### config.mk
export PLATFORM = sky130hd
export DESIGN_NAME = seg_scan
export DESIGN_NICKNAME = d
export VERILOG_FILES = /design/src/rtl/seg_pkg.sv /design/src/rtl/seg_slot_timer.sv /design/src/rtl/seg_scan.sv
export SDC_FILE = /design/constraint.sdc
export NUM_CORES = 1
export LEC_CHECK = 0
export CORE_MARGIN = 3
export CORE_UTILIZATION = 60
export CTS_CLUSTER_DIAMETER = 200
export CTS_CLUSTER_SIZE = 30
export DETAILED_ROUTE_END_ITERATION = 6
export PLACE_DENSITY = 0.88
export SLEW_MARGIN = 20
export SYNTH_ARGS = -nofsm -noshare
export SYNTH_HDL_FRONTEND = slang
export SYNTH_SLANG_ARGS = --single-unit
### constraint.sdc
create_clock -name CLK -period 4.5 [get_ports CLK]
set_input_delay 0.9 -clock CLK [delete_from_list [all_inputs] [get_ports CLK]]
set_output_delay 0.9 -clock CLK [all_outputs]
set_load 0.03 [all_outputs]
### src/rtl/seg_pkg.sv
// Shared types, constants and helpers for the 4-digit 7-segment scan driver.
package seg_pkg;

    localparam int unsigned NUM_DIGITS = 4;
    localparam int unsigned NIB_W      = 4;
    localparam int unsigned VALUE_W    = NUM_DIGITS * NIB_W;

    localparam logic [NUM_DIGITS-1:0] DIGIT_OFF = 4'b1111;

    typedef enum logic {
        BLANK,
        ON
    } slot_state_t;

    // One display word: per-digit decimal points above the hex value.
    typedef struct packed {
        logic [NUM_DIGITS-1:0] dp;
        logic [VALUE_W-1:0]    value;
    } disp_word_t;

    // Bit i set means digit i is a leading zero; digit 0 is never suppressed.
    function automatic logic [NUM_DIGITS-1:0] lz_mask(input logic [VALUE_W-1:0] v);
        logic [NUM_DIGITS-1:0] m;
        m[3] = (v[15:12] == 4'h0);
        m[2] = m[3] && (v[11:8] == 4'h0);
        m[1] = m[2] && (v[7:4] == 4'h0);
        m[0] = 1'b0;
        return m;
    endfunction

endpackage

### src/rtl/seg_slot_timer.sv
// Slot timer: owns the in-slot counter, BLANK/ON phase and digit index.
module seg_slot_timer
    import seg_pkg::*;
#(
    parameter int unsigned CLK_DIV      = 50000,
    parameter int unsigned BLANK_CYCLES = 500
) (
    input  logic       clk,
    input  logic       rst,
    output logic [1:0] idx,
    output logic       slot_start_c,  // this cycle's edge starts a new slot
    output logic       on_en_c,       // this cycle's edge enters the ON phase
    output logic       frame_end      // last cycle of the frame
);

    localparam int unsigned CNT_W = (CLK_DIV > 1) ? $clog2(CLK_DIV) : 1;

    slot_state_t      state_q, state_d;
    logic [CNT_W-1:0] cnt_q, cnt_d;
    logic [1:0]       idx_q, idx_d;
    logic             frame_q, frame_d;

    // Phase sequencing and lookahead for the registered frame flag.
    always_comb begin
        state_d      = state_q;
        cnt_d        = cnt_q + CNT_W'(1);
        idx_d        = idx_q;
        slot_start_c = 1'b0;
        on_en_c      = 1'b0;
        unique case (state_q)
            BLANK: begin
                if (cnt_q == CNT_W'(BLANK_CYCLES - 1)) begin
                    state_d = ON;
                    on_en_c = 1'b1;
                end
            end
            ON: begin
                if (cnt_q == CNT_W'(CLK_DIV - 1)) begin
                    state_d      = BLANK;
                    cnt_d        = '0;
                    idx_d        = idx_q + 2'd1;
                    slot_start_c = 1'b1;
                end
            end
            default: state_d = BLANK;
        endcase
        frame_d = (state_d == ON) && (cnt_d == CNT_W'(CLK_DIV - 1)) && (idx_d == 2'd3);
    end

    // Timer state registers with synchronous reset.
    always_ff @(posedge clk) begin
        if (rst) begin
            state_q <= BLANK;
            cnt_q   <= '0;
            idx_q   <= 2'd0;
            frame_q <= 1'b0;
        end else begin
            state_q <= state_d;
            cnt_q   <= cnt_d;
            idx_q   <= idx_d;
            frame_q <= frame_d;
        end
    end

    assign idx       = idx_q;
    assign frame_end = frame_q;

endmodule

### src/rtl/seg_scan.sv
// Multiplexed scan driver: double-buffered display word, digit/nibble muxing.
module seg_scan
    import seg_pkg::*;
#(
    parameter int unsigned CLK_DIV      = 50000,
    parameter int unsigned BLANK_CYCLES = 500
) (
    input  logic                  CLK,
    input  logic                  RST,
    input  logic [VALUE_W-1:0]    VALUE,
    input  logic [NUM_DIGITS-1:0] DP_IN,
    input  logic                  LOAD,
    input  logic                  BLANK_LZ,
    output logic [NIB_W-1:0]      D,
    output logic                  DP,
    output logic [NUM_DIGITS-1:0] DIGIT,
    output logic                  FRAME
);

    logic [1:0] idx;
    logic [1:0] nidx;
    logic       slot_start_c;
    logic       on_en_c;
    logic       frame_end;

    seg_slot_timer #(
        .CLK_DIV      (CLK_DIV),
        .BLANK_CYCLES (BLANK_CYCLES)
    ) u_timer (
        .clk          (CLK),
        .rst          (RST),
        .idx          (idx),
        .slot_start_c (slot_start_c),
        .on_en_c      (on_en_c),
        .frame_end    (frame_end)
    );

    disp_word_t            pend_q, pend_d;
    logic                  pend_v_q, pend_v_d;
    disp_word_t            disp_q, disp_d;
    logic [NIB_W-1:0]      d_q, d_d;
    logic                  dp_q, dp_d;
    logic [NUM_DIGITS-1:0] digit_q, digit_d;
    disp_word_t            incoming;
    logic [NUM_DIGITS-1:0] lz_c;

    assign incoming = '{dp: DP_IN, value: VALUE};
    assign lz_c     = lz_mask(disp_q.value);
    assign nidx     = idx + 2'd1;

    // Buffer swap at the frame wrap, output latching at slot and ON entry.
    always_comb begin
        pend_d   = pend_q;
        pend_v_d = pend_v_q;
        disp_d   = disp_q;
        d_d      = d_q;
        dp_d     = dp_q;
        digit_d  = digit_q;

        if (frame_end) begin
            // A load on the wrap cycle is newer than anything pending.
            if (LOAD) begin
                disp_d   = incoming;
                pend_v_d = 1'b0;
            end else if (pend_v_q) begin
                disp_d   = pend_q;
                pend_v_d = 1'b0;
            end
        end else if (LOAD) begin
            pend_d   = incoming;
            pend_v_d = 1'b1;
        end

        if (slot_start_c) begin
            d_d     = disp_d.value[{nidx, 2'b00} +: NIB_W];
            dp_d    = disp_d.dp[nidx];
            digit_d = DIGIT_OFF;
        end else if (on_en_c) begin
            if (BLANK_LZ && lz_c[idx]) begin
                digit_d = DIGIT_OFF;
            end else begin
                digit_d = ~(NUM_DIGITS'(1) << idx);
            end
        end
    end

    // Buffer and output registers with synchronous reset.
    always_ff @(posedge CLK) begin
        if (RST) begin
            pend_q   <= '0;
            pend_v_q <= 1'b0;
            disp_q   <= '0;
            d_q      <= '0;
            dp_q     <= 1'b0;
            digit_q  <= DIGIT_OFF;
        end else begin
            pend_q   <= pend_d;
            pend_v_q <= pend_v_d;
            disp_q   <= disp_d;
            d_q      <= d_d;
            dp_q     <= dp_d;
            digit_q  <= digit_d;
        end
    end

    assign D     = d_q;
    assign DP    = dp_q;
    assign DIGIT = digit_q;
    assign FRAME = frame_end;

endmodule

; ---- Yosys cells after proc, flatten, opt, wreduce, memory -nomap -nowiden
; Index checks and enable logic that the tools add are counted.
; W data, S select, Z words.
[totals]
regBits = 70
in_bits = 24
out_inout_bits = 10
word_cells = 54
[classes]
add_sub_neg = 2
order_cmp = 2
eq_ne = 4
shifts = 2
n_mux = 18
n_bitwise = 3
n_reduce_logical = 11
[ops]
columns = cell, n
row1 = $mux W20, 3
row2 = $eq A16 B16 Y1 const B, 2
row3 = $mux W16, 2
row4 = $add A16 B1 Y16 const B, 1
row5 = $eq A16 B9 Y1 const B, 1
row6 = $shiftx A16 B5 Y4, 1
row7 = $logic_not A4 Y1, 3
row8 = $mux W1, 7
row9 = $lt A2 B3 Y1 const B, 2
row10 = $logic_and A1 B1 Y1, 5
row11 = $bmux W1 S2, 2
row12 = $mux W2, 2
row13 = $mux W4, 1
row14 = $not A4 Y4, 1
row15 = $reduce_or A2 Y1, 2
row16 = $shl A1 B2 Y4 const A, 1
row17 = $add A2 B1 Y2 const B, 1
row18 = $eq A2 B2 Y1 const B, 1
row19 = $not A1 Y1, 2
row20 = $pmux W1 S2, 1
row21 = $reduce_and A2 Y1, 1

; ---- Logic depth before layout (Yosys ltp)
; Gate-level depths: netlist of run 1.
[depth]
depth_word = 7
ltp_mapped = 8
ltp_nobuf = 7

; ---- Cells and area by module
; From an unflattened synthesis of run 1, not the netlist that was laid out.
[unflattened]
hier_cells = 424
hier_area_um2 = 3407.0
[modules_own_cells]
columns = module, n_inst, cells_per_inst, area_each_um2, seq_area_each_um2
row1 = seg_scan, 1, 301, 2351.0, 1001.0
row2 = seg_slot_timer, 1, 123, 1056.0, 400.4

; ---- Least setup slack after synthesis of run 1
; OpenSTA, ideal clock, no wires.
[synth_path]
path_type = input to register
start = input port LOAD
end = register d_q[3] (netlist: D[3])
setup_ns = 0.120
arrival_ns = 1.952
required_time_ns = 4.380
setup_slack_ns = 2.428
path_stages = 6
path_cell_list = or2_2 -> clkbuf_1 -> o221ai_1 -> o22ai_1 -> nor3_1 -> o21ai_1
[synth_via]
elab_chain_len = 3
[synth_rtl]
columns = item, line_no
row1 = start: declaration, seg_scan.sv:12  ; input logic LOAD,
row2 = $mux W20, seg_scan.sv:62  ; if (LOAD) begin
row3 = $mux W20, seg_scan.sv:60  ; if (frame_end) begin
row4 = $shiftx A16 B5 Y4, seg_scan.sv:75  ; d_d = disp_d.value[{nidx, 2'b00} +: NIB_W];
row5 = end signal: assignment, seg_scan.sv:93  ; d_q <= '0;
row6 = end signal: assignment, seg_scan.sv:100  ; d_q <= d_d;
row7 = end: declaration, seg_scan.sv:41  ; logic [NIB_W-1:0] d_q, d_d;
; No other way between the ends.
; A chain may end at the register's enable or synchronous reset.

; ---- Worst setup path after layout of run 1
[layout_path]
start = register u_timer.frame_q (netlist: u_timer.frame_end)
end = output port FRAME
[layout_lines]
columns = item, line_no
row1 = start: declaration, seg_slot_timer.sv:21  ; logic frame_q, frame_d;
row2 = start signal: assignment, seg_slot_timer.sv:61  ; frame_q <= frame_d;
row3 = end: declaration, seg_scan.sv:17  ; output logic FRAME
; No word-level cell between the ends.

==> impl_metrics.ini, run 1 <==
[status]
status = finished clean

[timing]
setup_viol = 0
fin_crit_sh_pct = 60.4
fin_crit_ps = 2720
worst_slew_pin_slew_ps = 758
relSlewSlack_pct = 49.5
finalSetupTns_ps = 0
hold_viol = 0
max_freq_ghz = 0.368
fin_worst_skew_ps = 4.88
rsz0062_at_grt = no
finalMaxSlewViolations = 0
fin_ws_ps = 1780

[clocking]
cts_resized = 0
htreeDepth = 3
cts.sinks = 70
postCtsSetupRepairBufs = 0
cts_inserted_buffers = 9
cts_root_buffer = clkbuf_8
clk_pin_slew_worst_paths_ps = 70
tritoncts = yes
cts_hold_buf = 0
cts_buffer_depth = 2
clk_latency_ps = 350

[floorplan]
start_util_pct = 63.5
dieArea_mm2 = 0.00644
die_h_um = 80.2
rows = 26
dieWidth_um = 80.2
core_mm2 = 0.00520
ios = 34

[worst_setup_path]
critPathCaptureType = output port
cp_cell_sequence = buf_4 > clkdlybuf4s50_1
cp_num_buf_inv = 2
crit_path_end = FRAME
r2r_setup_slack_ps = 2210
cp-start-kind = register
cp_data_arrival_time_ps = 1820
critPathMaxFanout = 45
slowest_delay_ps = 760
worstSetupPathType = reg -> out
crit_slowest_cell = clkdlybuf4s50_1
r2r_cells = 7
path_delay_family = buffers and inverters
reg2reg_to = u_timer.frame_end
crit-reg2reg-launch = u_timer.cnt_q[0]
cp_data_required_time_ps = 3600
timing.critical_path.from = u_timer.frame_end
cp.depth = 2

[placed_design]
pre_cts_ws_ps = 1710
placed_cell_area_mm2 = 0.00363
port_buffers = 33
hpwlAfterDp_um = 5360
dp.cells = 500
routabilityCongestion = 0.892

[cells_and_area]
nets = 470
final_cell_area_mm2 = 0.00383
layoutNonFillerInstCount = 516
diodes = 0
n_fill_cell = 400
seqCellArea_mm2 = 0.00140
syn_to_final_growth_pct = 15.9
multi_input_area_mm2 = 0.00170
drive_above_1_share_pct = 5.83

[global_route]
grt_pass1_wl_um = 12900
track_usage_pct = 25.5
antenna_found_initial = 0
grtUsageMet1_pct = 32.6
grt_overflow_total = 0
grt_busiest_layer = met2
grt_pass1_vias = 2737
use_met3_pct = 5.38
grt_use_met2_pct = 41.5
grt_max_degree = 51

[pwr]
switching_power_uw = 286
swShare_pct = 23.1
p_per_area_mw_per_mm2 = 322
combPwrFrac_pct = 5.8
p_clk_share_pct = 42.3
seq_power_share_pct = 51.8
peakVddDrop_mv = 0.291
p_total_mw = 1.24
p_int_uw = 950
p_leak_nw = 1.37

[logic_synthesis]
async_reset_ff_share_pct = 0
synth_cells = 423
synth_seq_cells = 70
syn_area_mm2 = 0.00331
synth_most_common_cell = dfxtp_1
synthesis.yosys.warnings = 0
synth_area_per_cell_um2 = 7.81
synth_nets = 452
synth_top_area_share_pct = 42.4
synth_edf_count = 0
ys.flop_type = dfxtp_1
synth_area_leader_cell = dfxtp_1
ys_types = 49
synth_common_cells = 70 x dfxtp_1, 69 x nor2_1, 57 x nand2_1
synthTopCellsByArea = dfxtp_1 42%, nor2_1 7.8%, nand2_1 6.5%
seq_area_frac_synth_pct = 42.4

[routing]
drtAntennaViolNets = 0
wirelength_um = 7970
drc_errors = 0
wl_per_cell_um = 15.4
vias_per_cell = 5.98
via_count = 3085
first_iter_violations = 245
drt_first_pass_iters = 5

[job]
max-cap-violations = 0

[min_path]
hold_path.class = reg -> reg
## tightest hold or removal path: stages, from the launching register on
cell	delay (ps)
dfxtp_1	310
nand2_1	50
a21oi_1	50
## metrics by stage
step	hold WS (ps)	util [%]
after CTS	458	73.6
after global routing	474	73.6
final	457	73.6
after floorplan	431	-
after detailed placement	448	69.8
after global placement	439	69.8
## cell families after synthesis
| kind of cell | after synthesis | share of synthesized area (%) |
|---|---|---|
| buffers and inverters | 53 | 6.32 |
| AO/OA/AOI/OAI | 88 | 17.8 |
| AND/OR/NAND/NOR | 190 | 27.0 |
| flip-flops | 70 | 42.4 |
| adder cells (fa/ha/maj) | 5 | 1.89 |
| multiplexers | 3 | 0.946 |
| XOR/XNOR | 14 | 3.71 |
## cells in the final DEF, fill, tap and decap left out, types with 4 or more instances in the layout
cell,instances
nand2b_1,5
xnor2_1,9
clkbuf_8,11
nand3_1,7
nand2_1,57
o21ai_1,5
nor3_1,15
inv_1,23
ha_1,5
nand4_1,6
nand3b_1,6
nor4_1,6
a31oi_1,20
a21oi_1,25
o221ai_1,19
o22ai_1,5
buf_4,4
nor2_1,69
dfxtp_1,70
clkdlybuf4s50_1,33
xor2_1,5
## how the worst min path moves through the flow
stage / startpoint / to / slack [ps] / cells past startpoint
3_5_place_dp: pend_q[3] / pend_q[3] / 450 / 2
2_1_floorplan: pend_q[1] / pend_q[1] / 430 / 2
6_report: pend_q[0] / pend_q[0] / 460 / 2
4_1_cts: pend_q[3] / pend_q[3] / 460 / 2
5_1_grt: pend_q[3] / pend_q[3] / 470 / 2
3_3_place_gp: pend_q[1] / pend_q[1] / 440 / 2
## metal layers
| layer | wire, um | share of wire (%) |
|---|---|---|
| met1 | 3410 | 43 |
| met2 | 3960 | 50 |
| met3 | 456 | 5.7 |
| met4 | 143 | 1.8 |
| met5 | 0 | 0 |
## power by group through the flow
stage | clock network (mW) | registers (mW) | logic [mW]
after CTS | 0.525 | 0.640 | 0.0720
after detailed placement | 0 | 0.654 | 0.0714
after global placement | 0 | 0.654 | 0.0700
after floorplan | 0 | 0.651 | 0.0395
final | 0.523 | 0.640 | 0.0720
after global routing | 0.556 | 0.641 | 0.0797
## flip-flops by register name (all words and copies together) (netlist names), 2 cells and up
name and count:
pend_q 20, u_timer.idx 2, disp_q 20, DIGIT 4, D 4, u_timer.cnt_q 16
## final cells by class
class	count	share of cell area, %
clock inverter	3	1.11
tap	70	2.29
inverter	23	2.25
timing repair buffer	37	9.40
multi-input combinational	300	44.2
clock buffer	13	4.15
sequential	70	36.6
Power figures use the tool's default switching activity.
==> inputs of run 2 (changes only) <==
CORE_UTILIZATION = 51   (was 60)
PLACE_DENSITY = 0.8   (was 0.88)
clock period = 2.28 ns   (was 4.5 ns; I/O delays follow)
==> run 2 against run 1 <==
Effect of this change: die area up 16%; sequential power up 97%; global-route usage down 2.8 points; sequential share of layout area down 1.2 points; power up 120%; clock skew up 3.3 ps; sequential cell count unchanged; non-clock buffer count up 7; worst hold slack better by 0.84 ps; via count up 0.16%; worst setup slack worse by 1600 ps.
==> impl_metrics.ini, run 2 (synthesized netlist as in run 1, its figures left out) <==
[floorplan]
dieArea_mm2 = 0.00748
die_h_um = 86.5
rows = 28
ios = 34
start_util_pct = 54.2
core_mm2 = 0.00610
dieWidth_um = 86.5

[clocking]
clk_latency_ps = 340
clk_pin_slew_worst_paths_ps = 80
htreeDepth = 3
cts_buffer_depth = 2
cts_root_buffer = clkbuf_8
cts.sinks = 70
cts_hold_buf = 0
postCtsSetupRepairBufs = 0
cts_inserted_buffers = 9
cts_resized = 0
tritoncts = yes

[routing]
via_count = 3090
drc_errors = 0
drt-met1-wl_um = 3540
drt_first_pass_iters = 4
first_iter_violations = 258
top_layer_used = met4
wirelength_um = 8050
vias_per_cell = 5.85
dr_wl_met3_um = 429
drtAntennaViolNets = 0
wl_per_cell_um = 15.2
wl_met2_um = 3910

[cells_and_area]
diodes = 0
final_common_cell = dfxtp_1
n_fill_cell = 527
syn_to_final_growth_pct = 20.0
final_cell_area_mm2 = 0.00397
drive_above_1_share_pct = 7.95
nets = 477
largestRegisters = disp_q x20, pend_q x20, u_timer.cnt_q x16
final_cell_mix = 70 x dfxtp_1, 69 x nor2_1, 57 x nand2_1, 32 x clkdlybuf4s50_1, 25 x a21oi_1

[timing]
fin_crit_ps = 2110
fin_crit_sh_pct = 92.6
relSlewSlack_pct = 49.1
finalSetupTns_ps = 0
hold_ws_ps = 458
hold_viol = 0
worst_slew_pin_slew_ps = 763
finalMaxSlewViolations = 0
fin_worst_skew_ps = 8.20
rsz0062_at_grt = no
max_freq_ghz = 0.474
setup_viol = 0

[worst_setup_path]
cp_cell_sequence = ha_1 > nand3_1 > nor4_1 > xnor2_1 > o311ai_1 > nor3_1 > o2111a_1
cp_data_required_time_ps = 2560
slowest_delay_ps = 400
cp-start-kind = register
crit_slowest_cell = dfxtp_1
critPathCaptureType = register
path_delay_family = simple AND/OR/NAND/NOR gates
cp_data_arrival_time_ps = 2390
critPathMaxFanout = 5
cp_num_buf_inv = 0
worstSetupPathType = reg -> reg

[status]
status = finished clean

[min_path]
hold_path.class = reg -> reg

[pwr]
peakVddDrop_mv = 0.448
p_per_area_mw_per_mm2 = 676
p_leak_nw = 1.44

[job]
max-cap-violations = 0

[global_route]
grt_pass1_wl_um = 13600
track_usage_pct = 22.7
antenna_found_initial = 0
grt_max_degree = 51
grt_pass1_vias = 2900
grt_overflow_total = 0

[placed_design]
port_buffers = 33
placed_cell_area_mm2 = 0.00371
routabilityCongestion = 0.898
hpwlAfterDp_um = 5480
==> run 2: cell types whose count changed in the layout (fill, tap and decap cells not counted) <==
| cell | before | now |
|---|---|---|
| buf_4 | 4 | 10 |
| bufinv_16 | 1 | 3 |
| clkdlybuf4s50_1 | 33 | 32 |
| buf_12 | 0 | 2 |
| clkinvlp_4 | 1 | 0 |
| inv_6 | 0 | 1 |
| clkbuf_1 | 2 | 0 |
==> run 2: cell type report <==
cell class	instances	area (um^2)	share of cell area [%]
Clock inverter	5	104	2.62
Timing Repair Buffer	44	435	11.0
Inverter	23	86.3	2.18
Clock buffer	11	151	3.82
Tap cell	75	93.8	2.37
Multi-Input combinational cell	300	1700	42.7
Sequential cell	70	1400	35.3
==> run 2: power breakdown <==
part	total (mW)	leakage [nW]	switching [mW]	internal, mW
Clock	1.27	0.130	0.481	0.789
Sequential	1.26	0.569	0.0156	1.25
Combinational	0.151	0.744	0.0826	0.0681
Total	2.68	1.44	0.579	2.10
==> run 2: per-layer routing <==
| metal | vias to the layer above | GRT usage, % |
|---|---|---|
| met5 | - | 0 |
| met4 | 0 | 9.07 |
| met3 | 17 | 2.85 |
| met2 | 115 | 36.9 |
| met1 | 1441 | 30.6 |
| li1 | 1517 | - |
==> run 2: worst reg2reg max path: stages (launching register included) <==
cell and delay, ps:
dfxtp_1 400, ha_1 270, nand3_1 150, nor4_1 370, xnor2_1 210, o311ai_1 160
nor3_1 260, o2111a_1 240
==> run 2: worst paths after layout <==
path | startpoint | slack [ps] | endpoint | cells after the start
hold reg to reg | pend_q[9] | 460 | pend_q[9] | 2
setup reg to reg | u_timer.cnt_q[1] | 170 | u_timer.frame_end | 7
setup / recovery | u_timer.cnt_q[1] | 170 | u_timer.frame_end | 7
hold / removal | pend_q[9] | 460 | pend_q[9] | 2
==> run 2: stage by stage <==
stage / worst slack [ps] / utilization, % / instances / power, mW
finish: 170 / 65.1 / 528 / 2.68
floorplan: 349 / - / 423 / 1.36
CTS: 201 / 65.1 / 528 / 2.69
detailed placement: 109 / 60.9 / 512 / 1.44
global placement: 140 / 60.9 / 512 / 1.44
global route: 50.2 / 65.1 / 528 / 2.78
==> inputs of run 3 (changes only) <==
GPL_TIMING_DRIVEN = 0   (was unset)
SETUP_SLACK_MARGIN = 0.1   (was unset)
==> run 3 against run 2 <==
Effect of this change: combinational power about the same; cell count rose by 3.4%; clock skew decreased by 0.68 ps; core utilization fell by 0.082 points; wire length up 5.7%; final area shrank 0.13%; sequential share of layout area is 0.076 points higher; sequential cell count did not move; fmax shrank 0.74%; critical endpoint is now D[2].
==> impl_metrics.ini, run 3 (synthesized netlist as in run 1, its figures left out) <==
[worst_setup_path]
cp_num_buf_inv = 2
timing.critical_path.from = LOAD
r2r_cells = 7
slowest_delay_ps = 490
cp_data_arrival_time_ps = 2360
r2r_setup_slack_ps = 180
path_delay_family = buffers and inverters
cp_cell_sequence = clkdlybuf4s50_1 > or2_2 > clkbuf_1 > o221ai_1 > o22ai_1 > nor3_1 > o21ai_1
critPathCaptureType = register
critPathMaxFanout = 10
crit_path_end = D[2]
cp.depth = 7
cp_data_required_time_ps = 2510
crit-reg2reg-launch = u_timer.cnt_q[1]
cp-start-kind = input port
reg2reg_to = u_timer.frame_end
crit_slowest_cell = clkdlybuf4s50_1
worstSetupPathType = in -> reg

[cells_and_area]
largestRegisters = disp_q x20, pend_q x20, u_timer.cnt_q x16
final_cell_mix = 69 x dfxtp_1, 69 x nor2_1, 57 x nand2_1, 32 x clkdlybuf4s50_1, 25 x a21oi_1
diodes = 0
layoutNonFillerInstCount = 546
n_fill_cell = 531
drive_above_1_share_pct = 9.13
nets = 497
syn_to_final_growth_pct = 19.9

[clocking]
cts_root_buffer = clkbuf_8
tritoncts = yes
cts_buffer_depth = 2
cts.sinks = 70
htreeDepth = 3
clk_latency_ps = 340
clk_pin_slew_worst_paths_ps = 70
cts_inserted_buffers = 9

[routing]
wirelength_um = 8510
first_iter_violations = 193
drt_first_pass_iters = 5
via_count = 3183
wl_per_cell_um = 15.6
drtAntennaViolNets = 0
drc_errors = 0
vias_per_cell = 5.83

[pwr]
p_per_area_mw_per_mm2 = 594
combPwrFrac_pct = 6.5
p_int_mw = 1.80
peakVddDrop_mv = 0.587
switching_power_uw = 554
p_clk_share_pct = 39.9
p_leak_nw = 1.44
swShare_pct = 23.5
seq_power_share_pct = 53.6

[floorplan]
core_mm2 = 0.00610
start_util_pct = 54.2
dieWidth_um = 86.5
dieArea_mm2 = 0.00748
rows = 28
ios = 34
die_h_um = 86.5

[timing]
setup_viol = 0
relSlewSlack_pct = 60.5
fin_crit_ps = 2130
rsz0062_at_grt = yes
worst_slew_pin_slew_ps = 592
max_freq_ghz = 0.470
finalMaxSlewViolations = 0
fin_worst_skew_ps = 7.52
hold_viol = 0
finalSetupTns_ps = 0
fin_crit_sh_pct = 93.2

[global_route]
grt_pass1_vias = 3031
grt_pass1_wl_um = 14100
grt_overflow_total = 0
grt_max_degree = 12
antenna_found_initial = 0
track_usage_pct = 23.6

[placed_design]
hpwlAfterDp_um = 6040
dp.cells = 530
port_buffers = 32
routabilityCongestion = 0.920

[min_path]
hold_path.class = reg -> reg

[job]
max-cap-violations = 0

[status]
status = finished clean
[run 3: per-layer routing]
metal / share of wire [%] / routed length [um] / vias to the layer above / track usage [%]
li1: - / - / 1559 / -
met4: 1.7 / 148 / 0 / 10.3
met5: 0 / 0 / - / 0
met1: 44 / 3700 / 1497 / 30.0
met3: 5.6 / 474 / 17 / 4.28
met2: 49 / 4180 / 110 / 39.1
[run 3: through the flow]
stage                     util (%)  hold slack, ps  total power [mW]  area, um^2  setup WS, ps
after global placement        61.0             439              1.43        3720          -105
after detailed placement      61.0             445              1.44        3720          -123
after floorplan                  -             431              1.36        3310           349
after CTS                     64.0             457              2.36        3900          58.9
final                         65.0             455              2.35        3960           154
after global routing          65.0             478              2.44        3960          79.2
[run 3: power groups by stage]
stage	clock network (mW)	logic (mW)	registers (mW)
5_1_grt	1.01	0.169	1.26
2_1_floorplan	0	0.0780	1.29
6_report	0.939	0.153	1.26
3_5_place_dp	0	0.149	1.29
3_3_place_gp	0	0.146	1.29
4_1_cts	0.946	0.150	1.26
[run 3: timing repair]
item	CTS	global route
endpoints found under the setup margin	5	24
hold buffers	0	0
endpoints found under the hold margin	0	0
setup buffers	0	3
resized for setup	2	17
[run 3: how the worst min path moves through the flow]
stage / to / slack (ps) / cells past startpoint / from
floorplan: pend_q[1] / 430 / 2 / pend_q[1]
global placement: pend_q[1] / 440 / 2 / pend_q[1]
detailed placement: pend_q[1] / 440 / 2 / pend_q[1]
CTS: pend_q[3] / 460 / 2 / pend_q[3]
global route: pend_q[2] / 480 / 2 / pend_q[2]
finish: pend_q[2] / 450 / 2 / pend_q[2]
[run 3: final cells by class]
| type | count | area (um^2) | share of cell area (%) |
|---|---|---|---|
| Multi-Input combinational cell | 300 | 1730 | 43.8 |
| Tap cell | 75 | 93.8 | 2.37 |
| Timing Repair Buffer | 35 | 343 | 8.65 |
| Clock inverter | 5 | 52.6 | 1.33 |
| Inverter | 23 | 86.3 | 2.18 |
| Sequential cell | 70 | 1400 | 35.4 |
| Clock buffer | 9 | 124 | 3.13 |
| Buffer | 29 | 126 | 3.19 |
[run 3: worst reg2reg max path, stage by stage (launching register included)]
cell	delay, ps
dfxtp_1	410
ha_2	280
nand3_4	160
nor4_2	350
xnor2_1	210
o311ai_1	160
nor3_1	250
o2111a_1	230
